$ cat src/rtl/load_unit.sv
// Load-side data-memory access unit: issues a word-aligned read, waits under a timeout,
// then extracts and sign/zero-extends the addressed byte, half or word.
module load_unit #(
  parameter int unsigned TIMEOUT = 16
) (
  input  logic        clk,
  input  logic        rst_n,
  input  logic        req_valid,
  output logic        req_ready,
  input  logic [31:0] req_addr,
  input  logic [2:0]  req_funct3,
  output logic        mem_re,
  output logic [31:0] mem_addr,
  input  logic [31:0] mem_rdata,
  input  logic        mem_rvalid,
  output logic        rsp_valid,
  input  logic        rsp_ready,
  output logic [31:0] rsp_data,
  output logic [1:0]  rsp_err,
  output logic        busy
);

  typedef enum logic [1:0] {IDLE, REQ, WAIT, RESP} state_t;

  localparam int unsigned CW = $clog2(TIMEOUT + 1);

  state_t        state, state_d;
  logic [31:0]   addr_q, addr_d;
  logic [2:0]    f3_q, f3_d;
  logic [CW-1:0] cnt, cnt_d;
  logic [31:0]   data_q, data_d;
  logic [1:0]    err_q, err_d;

  logic [7:0]    byte_sel;
  logic [15:0]   half_sel;
  logic [31:0]   ext;
  logic          illegal, misal;

  always_comb begin
    byte_sel = mem_rdata[7:0];
    case (addr_q[1:0])
      2'd1:    byte_sel = mem_rdata[15:8];
      2'd2:    byte_sel = mem_rdata[23:16];
      2'd3:    byte_sel = mem_rdata[31:24];
      default: byte_sel = mem_rdata[7:0];
    endcase
    half_sel = addr_q[1] ? mem_rdata[31:16] : mem_rdata[15:0];
    case (f3_q)
      3'b000:  ext = {{24{byte_sel[7]}}, byte_sel};
      3'b001:  ext = {{16{half_sel[15]}}, half_sel};
      3'b100:  ext = {24'h0, byte_sel};
      3'b101:  ext = {16'h0, half_sel};
      default: ext = mem_rdata;
    endcase
  end

  always_comb begin
    case (req_funct3)
      3'b000, 3'b001, 3'b010, 3'b100, 3'b101: illegal = 1'b0;
      default:                                illegal = 1'b1;
    endcase
    misal = ((req_funct3[1:0] == 2'b01) && req_addr[0]) ||
            ((req_funct3 == 3'b010) && (req_addr[1:0] != 2'b00));
  end

  always_comb begin
    state_d = state;
    addr_d  = addr_q;
    f3_d    = f3_q;
    cnt_d   = cnt;
    data_d  = data_q;
    err_d   = err_q;
    case (state)
      IDLE: begin
        if (req_valid) begin
          addr_d = req_addr;
          f3_d   = req_funct3;
          cnt_d  = '0;
          data_d = '0;
          // illegal funct3 outranks misalignment; neither touches memory
          if (illegal) begin
            err_d   = 2'b11;
            state_d = RESP;
          end else if (misal) begin
            err_d   = 2'b01;
            state_d = RESP;
          end else begin
            err_d   = 2'b00;
            state_d = REQ;
          end
        end
      end
      REQ, WAIT: begin
        if (mem_rvalid) begin
          data_d  = ext;
          err_d   = 2'b00;
          state_d = RESP;
        end else if (cnt == CW'(TIMEOUT - 1)) begin
          cnt_d   = cnt + 1'b1;
          data_d  = '0;
          err_d   = 2'b10;
          state_d = RESP;
        end else begin
          cnt_d   = cnt + 1'b1;
          state_d = WAIT;
        end
      end
      RESP: begin
        if (rsp_ready) begin
          data_d  = '0;
          err_d   = '0;
          state_d = IDLE;
        end
      end
      default: state_d = IDLE;
    endcase
  end

  always_ff @(posedge clk or negedge rst_n) begin
    if (!rst_n) begin
      state  <= IDLE;
      addr_q <= '0;
      f3_q   <= '0;
      cnt    <= '0;
      data_q <= '0;
      err_q  <= '0;
    end else begin
      state  <= state_d;
      addr_q <= addr_d;
      f3_q   <= f3_d;
      cnt    <= cnt_d;
      data_q <= data_d;
      err_q  <= err_d;
    end
  end

  assign req_ready = (state == IDLE) && rst_n;
  assign mem_re    = (state == REQ);
  assign mem_addr  = mem_re ? {addr_q[31:2], 2'b00} : '0;
  assign rsp_valid = (state == RESP);
  assign rsp_data  = data_q;
  assign rsp_err   = err_q;
  assign busy      = (state != IDLE);

endmodule

$ cat config.mk
export PLATFORM = sky130hd
export DESIGN_NAME = load_unit
export DESIGN_NICKNAME = d
export VERILOG_FILES = /design/src/rtl/load_unit.sv
export SDC_FILE = /design/constraint.sdc
export NUM_CORES = 1
export LEC_CHECK = 0
export CAP_MARGIN = 10
export CORE_ASPECT_RATIO = 1.5
export CORE_MARGIN = 3
export CORE_UTILIZATION = 45
export CTS_CLUSTER_DIAMETER = 60
export DETAILED_ROUTE_END_ITERATION = 8
export PLACE_DENSITY = 0.89
export SYNTH_ARGS = -nofsm -noshare
export SYNTH_HDL_FRONTEND = slang
export SYNTH_SLANG_ARGS = --single-unit
$ cat constraint.sdc
create_clock -name clk -period 3.1 [get_ports clk]
set_input_delay 0.62 -clock clk [delete_from_list [all_inputs] [get_ports clk]]
set_output_delay 0.62 -clock clk [all_outputs]
set_load 0.005 [all_outputs]
## After elaboration in Yosys (flattened, before gate mapping)

Index checks and enable logic that the tools add are counted.

- Bits in registers: 76
- Word-level logic and storage cells: 67

- $add $sub $neg: 1
- Equality and inequality tests: 19
- Muxes and demuxes: 25
- Reductions and logical operators: 16

Operators by type and width:

| operator | number |
|---|---|
| 32-bit 2-to-1 mux | 5 |
| 32-bit one-hot mux with 4 select lines | 1 |
| 32-bit one-hot mux with 3 select lines | 1 |
| 8-bit one-hot mux with 3 select lines | 1 |
| 16-bit 2-to-1 mux | 1 |
| 2-bit 2-to-1 mux | 8 |
| 3-bit equality test (second input constant) | 4 |
| 2-bit one-hot mux with 3 select lines | 2 |
| 5-bit 2-to-1 mux | 2 |
| 5-bit one-hot mux with 2 select lines | 1 |
| 2-bit equality test (second input constant) | 4 |
| 2-bit by 1-bit equality test with 1-bit output (second input constant) | 3 |
| 3-bit by 1-bit equality test with 1-bit output (second input constant) | 2 |
| 3-bit zero test | 2 |
| 3-bit AND reduction | 2 |
| 2-bit nonzero test | 3 |
| 5-bit by 1-bit adder with 5-bit output (second input constant) | 1 |
| 5-bit by 4-bit equality test with 1-bit output (second input constant) | 1 |
| 5-bit OR reduction | 1 |
| 2-bit != test (second input constant) | 2 |
| 2-bit AND reduction | 2 |
| 3-bit by 2-bit equality test with 1-bit output (second input constant) | 1 |
| 1-bit logical AND | 3 |
| 1-bit 2-to-1 mux | 3 |
| other kinds (5) | 5 |

## Depth between registers and ports, before layout

- Depth after elaboration: 7
- Depth in mapped cells: 10
- Mapped depth without buffers: 6

## Worst setup path after synthesis

OpenSTA, ideal clock, no wires.

- Kind: reg-to-reg
- Start point: reg state[0]
- End point: reg data_q[22], in the netlist rsp_data[22]
- Setup time: 0.127 ns
- Arrival: 2.091 ns
- Data required time: 2.973 ns
- Path slack: 0.882 ns
- Cell stages (with the launch flop): 11
- Clock period less this slack: 2.218 ns
- Cell sequence: dfrtp_1 -> inv_1 -> ha_1 -> buf_2 -> and2_1 -> and3_1 -> clkbuf_1 -> and2_0 -> clkbuf_1 -> buf_2 -> a221o_2

- Cells in the longest elaborated chain, start to end: 4

Ends and longest elaborated chain:

| element | line | source |
|---|---|---|
| start: declaration | 27 | `state_t state, state_d;` |
| start signal: assignment | 128 | `state <= state_d;` |
| 2-bit by 1-bit equality test with 1-bit output or 2-bit equality test (tied branches) | 73 | `case (state)` |
| 2-bit OR reduction | 73 |  |
| 3-bit != test (no source line) | n/a |  |
| 3-bit AND reduction (no source line) | n/a |  |
| end signal: assignment | 132 | `data_q <= data_d;` |
| end: declaration | 31 | `logic [31:0] data_q, data_d;` |

Several ways; a longest one is shown, not always the timed one.
A chain may end at the register's enable or synchronous reset.

## Worst setup path in the final report

- Start point: reg state[1]
- End point: out mem_addr[10]

- Cells in the longest elaborated chain, start to end: 2

Ends and longest elaborated chain:

| element | line | source |
|---|---|---|
| 2-bit by 1-bit equality test with 1-bit output | 138 | `assign mem_re = (state == REQ);` |
| 32-bit 2-to-1 mux | 139 | `assign mem_addr = mem_re ? {addr_q[31:2], 2'b00} : '0;` |
| end: declaration | 13 | `output logic [31:0] mem_addr,` |

No other way between the ends.

==> qor.yml <==
finish:
  diodes: 0
  nets: 555
  final_layout_size_suffix_gt1_frac: 0.1642
  final_util: 0.6893
  areaGrowthSynthToFinish_pct: 46.11
place:
  place_hpwl_um: 7963
  io_buffers: 139
  routabilityCongestion: 0.9608
sta:
  period_share: 0.8279
  finClkSkew_ns: 0.007496
  max_slew_margin: 0.4346
  finalCriticalPeriod_ns: 2.566
  rsz0062_at_grt: "false"
  fmax_mhz: 389.6
  finalSetupTns_ns: 0
  whs_ns: 0.3580
  setup_viol: 0
  drv_slew: 0
  max_slew.worst_pin.slew_ns: 0.8476
  hold_viol: 0
clock_tree:
  cts_resized: 0
  ctsHoldBuffers: 0
  h-tree-depth: 3
  numCtsBuffers: 9
  cts_tree: "done"
  post_cts_buffers: 0
  cts-root-buf: "clkbuf_16"
  clock-sinks: 76
  clk_path_buf_depth: 2
  clock_latency_ns: 0.33
  clk_pin_slew_worst_paths_ns: 0.06
worst_setup_path:
  path_max_fanout: 31
  crit_arrival_ns: 1.95
  end_kind: "output port"
  required_ns: 2.48
  start_kind: "register"
  critPathKind: "register to output port"
pwr:
  p_leak_nw: 2.403
  finalPower_mw: 5.276
  max-vdd-ir-drop_mv: 0.4631
  power_density_nw_per_um2: 932.4
status:
  status: "complete, no violations"
routing:
  drt_iter0_markers: 190
  wl_met1_um: 3960
  routed_via_density: 5.695
  dr.pass1.iters: 5
  drcViolationCount: 0
  dr_wl_met2_um: 5511
  wl_um: 10900
  routedWlPerCell_um: 18.60
  met3_length_um: 989
  ant_nets: 0
  via_count: 3337
  top_layer: "met4"
logic_synthesis:
  yosys.area_share.simple: 0.1347
  synth_seq_cells: 76
  synth_compound_area_frac: 0.1751
  async_reset_ff_frac: 1.000
  ys_seq_area_frac: 0.4911
  synth.avg_cell_area_um2: 11.32
  ys.flop_type: "dfrtp_1"
  synthCells: 342
  muxShareOfSynthArea: 0.1370
  syn_area_um2: 3872
  synth_fa_ha_area_frac: 0.01939
  synth_top_family_by_area: "compound AO/OA/AOI/OAI gates"
  yosysWarningCount: 0
  synth_edf_count: 0
  synth_cell_types: 44
  yosys.area_share.xor_xnor: 0
flow_run:
  maxCapViolCount: 0
die:
  die_h_um: 119.6
  rows: 40
  die_area_um2: 9777
  core-area_um2: 8208
  die_x_um: 81.74
  io_pins: 142
  initial_core_util: 0.4718
global_routing:
  grt_pass1_vias: 3451
  grt_use_total: 0.2273
  grt_max_degree: 43
  antenna_found_initial: 0
  grt-ovfl-total: 0
  grt_pass1_wl_um: 17060
worst_hold_path:
  hp-class: "input port to async pin"
==> through the flow <==
stage          cells  setup slack [ns]  area, um2
2_1_floorplan    343            0.8822       3876
3_3_place_gp     571            0.3750       5351
3_5_place_dp     571            0.3044       5351
4_1_cts          586            0.5140       5658
5_1_grt          586            0.3973       5658
6_report         586            0.5336       5658
==> path summary, 6_finish.rpt <==
kind / startpoint / end / slack, ns / depth (start not counted)
min in group clk: rsp_data[11] / rsp_data[11] / 0.49 / 1
max in group asynchronous: rst_n / cnt[0] / 1.82 / 3
setup reg to reg: state[1] / rsp_data[22] / 0.70 / 6
hold / removal: rst_n / rsp_data[0] / 0.36 / 2
hold reg to reg: rsp_data[11] / rsp_data[11] / 0.49 / 1
setup / recovery: state[1] / mem_addr[10] / 0.53 / 5
==> logic make-up after synthesis <==
logic type,after synthesis
multiplexers,48
other,1
AO/OA/AOI/OAI,84
buffers and inverters,36
flip-flops,76
AND/OR/NAND/NOR,91
adder cells (fa/ha/maj),6
==> sequential cells by signal (all words and copies together), names as in the netlist <==
name and cells:
cnt 5, rsp_data 32, state 2, rsp_err 2, f3_q 3, addr_q 32
==> Yosys cell counts (2+ instances only) <==
cell type / count / area share
a221o_2: 10 / 0.029
o22ai_1: 9 / 0.015
nand2_1: 21 / 0.020
nor2b_1: 3 / 0.0048
a221o_1: 7 / 0.018
and2_1: 32 / 0.052
a21oi_1: 13 / 0.017
mux2_2: 40 / 0.12
or3b_1: 2 / 0.0045
o221ai_1: 2 / 0.0045
or3_1: 6 / 0.0097
nor3_1: 3 / 0.0039
and3_1: 2 / 0.0032
buf_6: 2 / 0.0058
ha_1: 6 / 0.019
nand2b_1: 12 / 0.019
buf_2: 3 / 0.0039
nor2_1: 3 / 0.0029
inv_1: 10 / 0.0097
a22o_1: 9 / 0.020
o2bb2ai_1: 6 / 0.014
dfrtp_1: 76 / 0.49
a32o_1: 7 / 0.018
and2_0: 2 / 0.0032
o21ai_0: 10 / 0.013
clkbuf_1: 18 / 0.017
buf_4: 2 / 0.0039
mux2i_1: 8 / 0.021
a21o_1: 3 / 0.0058
==> power breakdown <==
group	internal (mW)	total, mW	leakage, nW	switching, mW
clock	0.697	1.09	0.148	0.392
combinational	1.39	2.49	1.30	1.10
sequential	1.39	1.69	0.959	0.304
total	3.48	5.28	2.40	1.79
==> routing by layer <==
| layer | vias to the layer above | GRT usage |
|---|---|---|
| met5 | - | 0 |
| met3 | 32 | 0.06231 |
| li1 | 1513 | - |
| met2 | 174 | 0.3801 |
| met4 | 0 | 0.1279 |
| met1 | 1618 | 0.2528 |
==> cells in the final DEF, fill, tap and decap left out, types with 2 or more instances in the layout <==
master | synthesis | final
clkinv_2 | 0 | 2
or3_1 | 6 | 6
mux2i_1 | 8 | 8
clkdlybuf4s50_1 | 0 | 138
buf_4 | 2 | 11
and3_1 | 2 | 2
nand2b_1 | 12 | 12
bufinv_16 | 0 | 2
dfrtp_1 | 76 | 76
a21o_1 | 3 | 3
o22ai_1 | 9 | 9
nand2_1 | 21 | 21
ha_1 | 6 | 6
a22o_1 | 9 | 9
nor2b_1 | 3 | 3
conb_1 | 1 | 2
a221o_2 | 10 | 10
o221ai_1 | 2 | 2
or3b_1 | 2 | 2
a221o_1 | 7 | 7
and2_0 | 2 | 2
inv_1 | 10 | 10
a21oi_1 | 13 | 13
nor3_1 | 3 | 3
clkbuf_16 | 0 | 9
nor2_1 | 3 | 3
mux2_2 | 40 | 40
o2bb2ai_1 | 6 | 6
and2_1 | 32 | 32
a32o_1 | 7 | 7
o21ai_0 | 10 | 10
==> worst max-delay path, stage by stage (launching register included) <==
cell	delay (ns)
dfrtp_1	0.41
inv_1	0.10
ha_1	0.15
buf_4	0.26
and2_1	0.17
clkdlybuf4s50_1	0.51
==> layout make-up <==
type	instances	area [um2]
clock inverter	5	77.57
tap	105	131.4
fill	603	2550
inverter	10	37.54
sequential	76	1902
clock buffer	10	229.0
timing repair buffer	149	1464
multi-input combinational	231	1817
(Power assumes the default switching activity.)
